<file path="config.mk">
export PLATFORM = sky130hd
export DESIGN_NAME = weight_index_sequencer
export DESIGN_NICKNAME = d
export VERILOG_FILES = /design/src/rtl/weight_index_sequencer.sv
export SDC_FILE = /design/constraint.sdc
export NUM_CORES = 1
export LEC_CHECK = 0
export BUFFER_PORTS_ARGS = -buffer_cell sky130_fd_sc_hd__buf_2
export CAP_MARGIN = 20
export CORE_AREA = 2 2 161 163
export DETAILED_ROUTE_END_ITERATION = 8
export DIE_AREA = 0 0 163 165
export PLACE_DENSITY = 0.39
export SETUP_SLACK_MARGIN = 0.3
export SYNTH_ARGS = -nofsm -noshare
export SYNTH_HDL_FRONTEND = slang
export SYNTH_SLANG_ARGS = --single-unit
</file>
<file path="constraint.sdc">
create_clock -name clk -period 5.4 [get_ports clk]
set_clock_uncertainty 0.2 [all_clocks]
set_input_delay 1.08 -clock clk [delete_from_list [all_inputs] [get_ports clk]]
set_output_delay 1.08 -clock clk [all_outputs]
set_load 0.02 [all_outputs]
</file>
<file path="src/rtl/weight_index_sequencer.sv">
// Streams compressed weight-index chunks from the index buffer to the decoder,
// replaying one Kc group once per activation chunk, with a 1-entry skid buffer.
module weight_index_sequencer #(
  parameter int F     = 4,
  parameter int IDX_W = 4,
  parameter int CNT_W = 10
) (
  input  logic               clk,
  input  logic               rst,
  input  logic               cfg_valid,
  input  logic [CNT_W-1:0]   cfg_nnz,
  input  logic [7:0]         cfg_num_act,
  input  logic               layer_change,
  input  logic               pe_stall,
  output logic               buf_rd_en,
  output logic [CNT_W-1:0]   buf_rd_addr,
  input  logic [F*IDX_W-1:0] buf_rd_data,
  output logic [F*IDX_W-1:0] dec_index,
  output logic [F-1:0]       dec_lane_valid,
  output logic               dec_next_a,
  output logic               dec_k_changing,
  output logic               busy,
  output logic               done,
  output logic [1:0]         dbg_state
);

  typedef enum logic [1:0] {IDLE, RUN, NEXT_A, DONE} state_t;
  state_t state, state_nxt;

  logic [CNT_W-1:0]   nnz_q, chunks_q, rd_ptr, out_cnt, rd_addr_q;
  logic [7:0]         num_act_q, act_cnt;
  logic               rd_pend, k_chg_q;
  logic               out_valid, skid_valid;
  logic [F*IDX_W-1:0] out_data, skid_data, idx_masked;
  logic [CNT_W-1:0]   out_chunk, skid_chunk;
  logic [F-1:0]       lane_ok;
  logic [CNT_W:0]     nnz_round;
  logic               start, accept, last_accept;

  // Widen by one bit so the round-up add cannot wrap near the top of the range.
  assign nnz_round   = {1'b0, cfg_nnz} + (CNT_W+1)'(F - 1);
  assign start       = (state == IDLE) && cfg_valid;
  assign accept      = out_valid && !pe_stall;
  assign last_accept = accept && (state == RUN) && (out_cnt == chunks_q - CNT_W'(1));

  assign buf_rd_en   = (state == RUN) && !pe_stall && (rd_ptr < chunks_q) && !skid_valid;
  assign buf_rd_addr = rd_ptr;

  always_comb begin
    state_nxt = state;
    case (state)
      IDLE:   if (cfg_valid) state_nxt = (cfg_nnz == '0) ? DONE : RUN;
      RUN:    if (last_accept) state_nxt = (act_cnt < num_act_q - 8'd1) ? NEXT_A : DONE;
      NEXT_A: state_nxt = RUN;
      DONE:   state_nxt = IDLE;
      default: state_nxt = IDLE;
    endcase
    if (layer_change) state_nxt = IDLE;
  end

  always_ff @(posedge clk) begin
    if (rst) state <= IDLE;
    else     state <= state_nxt;
  end

  always_ff @(posedge clk) begin
    if (rst) begin
      nnz_q <= '0; chunks_q <= '0; num_act_q <= '0;
      rd_ptr <= '0; out_cnt <= '0; act_cnt <= '0;
      rd_pend <= 1'b0; rd_addr_q <= '0; k_chg_q <= 1'b0;
      out_valid <= 1'b0; skid_valid <= 1'b0;
      out_data <= '0; skid_data <= '0; out_chunk <= '0; skid_chunk <= '0;
    end else if (layer_change) begin
      rd_pend <= 1'b0; k_chg_q <= 1'b0;
      out_valid <= 1'b0; skid_valid <= 1'b0;
    end else begin
      k_chg_q   <= start;
      rd_pend   <= buf_rd_en;
      rd_addr_q <= rd_ptr;
      if (start) begin
        nnz_q     <= cfg_nnz;
        chunks_q  <= CNT_W'(nnz_round / (CNT_W+1)'(F));
        num_act_q <= (cfg_num_act == 8'd0) ? 8'd1 : cfg_num_act;
        rd_ptr    <= '0;
        out_cnt   <= '0;
        act_cnt   <= '0;
      end else if (state == NEXT_A) begin
        rd_ptr  <= '0;
        out_cnt <= '0;
        if (act_cnt < num_act_q - 8'd1) act_cnt <= act_cnt + 8'd1;
      end else begin
        if (buf_rd_en) rd_ptr <= rd_ptr + CNT_W'(1);
        if (accept && (out_cnt < chunks_q - CNT_W'(1))) out_cnt <= out_cnt + CNT_W'(1);
      end
      // Skid drains ahead of new data so chunk order is preserved.
      if (accept || !out_valid) begin
        if (skid_valid) begin
          out_data   <= skid_data;
          out_chunk  <= skid_chunk;
          out_valid  <= 1'b1;
          skid_valid <= rd_pend;
          if (rd_pend) begin
            skid_data  <= buf_rd_data;
            skid_chunk <= rd_addr_q;
          end
        end else if (rd_pend) begin
          out_data  <= buf_rd_data;
          out_chunk <= rd_addr_q;
          out_valid <= 1'b1;
        end else begin
          out_valid <= 1'b0;
        end
      end else if (rd_pend) begin
        skid_data  <= buf_rd_data;
        skid_chunk <= rd_addr_q;
        skid_valid <= 1'b1;
      end
    end
  end

  // Lane m of chunk c carries weight c*F+m; lanes past nnz are masked off.
  always_comb begin
    lane_ok    = '0;
    idx_masked = '0;
    for (int m = 0; m < F; m++) begin
      lane_ok[m] = (32'(out_chunk) * 32'(F) + 32'(m)) < 32'(nnz_q);
      idx_masked[m*IDX_W +: IDX_W] = lane_ok[m] ? out_data[m*IDX_W +: IDX_W] : '0;
    end
  end

  assign dec_index      = out_valid ? idx_masked : '0;
  assign dec_lane_valid = out_valid ? lane_ok : '0;
  assign dec_next_a     = (state == NEXT_A);
  assign dec_k_changing = k_chg_q;
  assign busy           = (state != IDLE);
  assign done           = (state == DONE);
  assign dbg_state      = state;

endmodule

</file>
==> results by group <==
Status
  • Run status: completed

Clock tree
  • CTS tree: done
  • Hold_buf cts: 0
  • Post-CTS setup buffer count: 0
  • CTS root buffer: clkbuf_16
  • CTS sink count: 123
  • Post_cts resized: 0
  • Skew-Pair Late Insertion Delay: 420 ps
  • CTS Buffer Depth: 2
  • TritonCTS buffer count: 17
  • H-tree Lvls: 4
  • Clock-pin slew on the worst setup and hold paths: about 50 ps

Synth
  • Adder-cell share of the synthesized area: 8.07%
  • Synthesized area per cell: between 8 and 9 um^2
  • Synth Net Count: between 800 and 900
  • Synth Flop Type: dfxtp_1
  • Main combinational cell family by area after synthesis: simple AND/OR/NAND/NOR gates
  • Synthesized cell area: 6170 um^2
  • Yosys warns: 0
  • Fraction of registers with async set/reset: 0%
  • Area contributors post-synth: dfxtp_1, ha_1, nand2_1
  • Top-area cell type share of the netlist area: between 30% and 40%
  • Yosys cell types: 48
  • Synth Area in Compound Gates: about 14%
  • Mux share of post-synthesis cell area: 6.37%
  • Simple-Gate Fraction of Synth Area: 22.8%
  • Yosys top cell by area: dfxtp_1
  • Number of synthesized flops with an enable pin: 0
  • Mapped Cells: 742
  • Post-synthesis sequential area ratio: 39.9%
  • Yosys reg bits: 123
  • Post-synthesis xor/xnor area fraction: 4.83%

GRT
  • Largest net degree at the start of global routing: 72
  • First-pass GRT wire length: about 27 mm
  • Gr usage total: 13.1%
  • Total grt overflow: 0
  • Initial antenna violation count: 0
  • Number of global-route vias before repair: 5019

Worst hold path
  • Worst Hold Class: reg2reg
  • Hold path depth: 2
  • Min-delay src: skid_data[10]

Die
  • Die area: 26900 um^2
  • Std-Cell Core Area: 25000 um^2
  • Rows: 58
  • Chip height: 165 um
  • I/O Pins: 76
  • Effective utilization at floorplan: 24.6%
  • Die X: 163 um

Routing
  • Pre-antenna DRT Iters: 4
  • Routed vias/inst: between 4 and 5
  • DRC: 0
  • Initial DRC count: 233
  • Via count: ~5.1k
  • Final ANT Viol Nets: 0
  • Wire per inst: 14.7 um
  • Total wire length: 16.9 mm

Placed design
  • Placed cell count: 1116
  • Placer Congestion: 0.756
  • PortBufs: 75
  • DP HPWL: 11.8 mm
  • Total placed instance area: 6870 um^2
  • Dpl ws: 1610 ps

Job
  • Max-Cap Viols: 0

STA
  • Fmax: 0.241 GHz
  • RSZ-0062 raised after global routing: false
  • Max Slew Vio Count: 0
  • Crit share post-route: 76.9%
  • Normalized max-slew margin: 31.0%
  • Fin worst setup slack: approximately 1200 ps
  • Final setup vio count: 0
  • Tmin final: around 4200 ps
  • Final Hold Fails: 0
  • Tightest Pin Transition: 1030 ps
  • Final setup TNS: 0 ps

Power
  • Cell Pwr Density: 307 nW/um^2
  • Pwr Total: about 0.0023 W
  • P_leak: 2.84 nW
  • Worst VDD drop: 0.000178 V

Setup path
  • Worst-path fanout max: 6
  • R2r worst-path depth: 10
  • Crit path buffers/inverters: 2
  • Peak per-stage delay on the critical path: 540 ps
  • CP startpoint: nnz_q[4]
  • Top Family by Delay on Critical Path: compound AO/OA/AOI/OAI gates
  • Endpoint class of the critical path: primary output
  • Required @ worst endpoint: 4120 ps
  • Worst path slowest cell: a21boi_0
  • CP Launch Type: register
  • Crit path cell chain: inv_1 > ha_1 > a21oi_1 > o21ai_0 > a211oi_1 > a21boi_0 > and2_1 > buf_2
  • Kind of critical path: reg2out
  • Flop-to-flop setup slack: about 2200 ps
  • Worst r2r src: num_act_q[2]
  • Arr. time, crit path: 2870 ps
  • Critical path depth: 8

Final layout
  • # nets final: just under 900
  • Ant. Diodes: 0
  • Synthesis-to-layout area growth: 21.1%
  • Share of cells above drive strength 1: 15.2%
  • Non-Filler Instances: 1147
  • Design Area, Final: 7470 um^2
==> routing by layer <==
| metal | GRT usage, % | up-vias | share of wire (%) |
|---|---|---|---|
| met4 | 4.10 | 0 | 0.88 |
| met2 | 20.8 | 61 | 45 |
| li1 | - | 2713 | - |
| met5 | 0 | - | 0 |
| met3 | 3.11 | 8 | 3.4 |
| met1 | 17.6 | 2315 | 51 |
==> synthesized netlist by cell type (4+ instances only) <==
master	n
ha_1	39
and2_1	20
nand4b_1	5
o31ai_1	4
nand3_1	17
clkbuf_1	31
buf_1	4
o21ai_0	15
nand2b_1	4
nor3_1	9
xor2_1	17
dfxtp_1	123
nand4_1	19
xnor2_1	17
and3_1	6
inv_1	30
or3_1	6
a21oi_1	63
nor2b_1	5
a211oi_1	40
nor4_1	5
nor2_1	81
or4_1	4
nand2_1	111
mux2i_1	37
==> layout by cell type, fill, tap and decap left out, types with 15 or more instances in the layout <==
| cell type | instances |
|---|---|
| a211oi_1 | 40 |
| a21oi_1 | 63 |
| and2_1 | 20 |
| buf_2 | 74 |
| clkbuf_16 | 17 |
| dfxtp_1 | 122 |
| ha_1 | 39 |
| inv_1 | 30 |
| mux2i_1 | 37 |
| nand2_1 | 111 |
| nand3_1 | 17 |
| nand4_1 | 19 |
| nor2_1 | 81 |
| o21ai_0 | 15 |
| xnor2_1 | 17 |
| xor2_1 | 17 |
==> tightest hold or removal path: cells and delay by family, from the launching register on <==
family / cells / cell delay (ps)
flip-flops: 1 / 310
AO/OA/AOI/OAI: 1 / 50
AND/OR/NAND/NOR: 1 / 50
==> area by class of cell <==
cell class | instances | area (um^2)
Tap cell | 330 | 413
Fill cell | 2715 | 17600
Clock inverter | 12 | 148
Sequential cell | 123 | 2460
Inverter | 30 | 113
Multi-Input combinational cell | 552 | 3460
Timing Repair Buffer | 81 | 423
Clock buffer | 19 | 453
==> worst paths after layout <==
kind / end
max reg2reg: act_cnt[7]
max: dec_index[8]
min reg2reg: skid_data[10]
min: skid_data[10]
==> kinds of logic after synthesis <==
logic type,after synthesis
xor+xnor,34
flops,123
compound gates,138
simple gates,301
buf+inv,67
mux,39
fa+ha+maj,40
==> power by group <==
group	internal, W	total, W	leakage (nW)	switching, W
logic	0.0000728	0.000190	1.55	0.000117
clock network	0.000744	0.00117	0.294	0.000428
registers	0.000922	0.000935	0.995	0.0000130
==> flip-flops by register name, summed over array words and instances, names as in the netlist <==
signal and cells:
chunks_q 9, out_data 16, act_cnt 8, rd_addr_q 10, num_act_q 8, dec_k_changing 1, out_cnt 10, dbg_state 2
nnz_q 10, out_valid 1, out_chunk 10, buf_rd_addr 10, skid_chunk 10, skid_valid 1, skid_data 16, rd_pend 1
==> stage by stage <==
stage               utilization, %  hold WS (ps)
floorplan                        -           236
global placement              27.4           243
detailed placement            27.4           246
CTS                           29.8           254
global route                  29.8           272
finish                        29.8           252
Note: power is estimated with default switching activity, not from simulation.
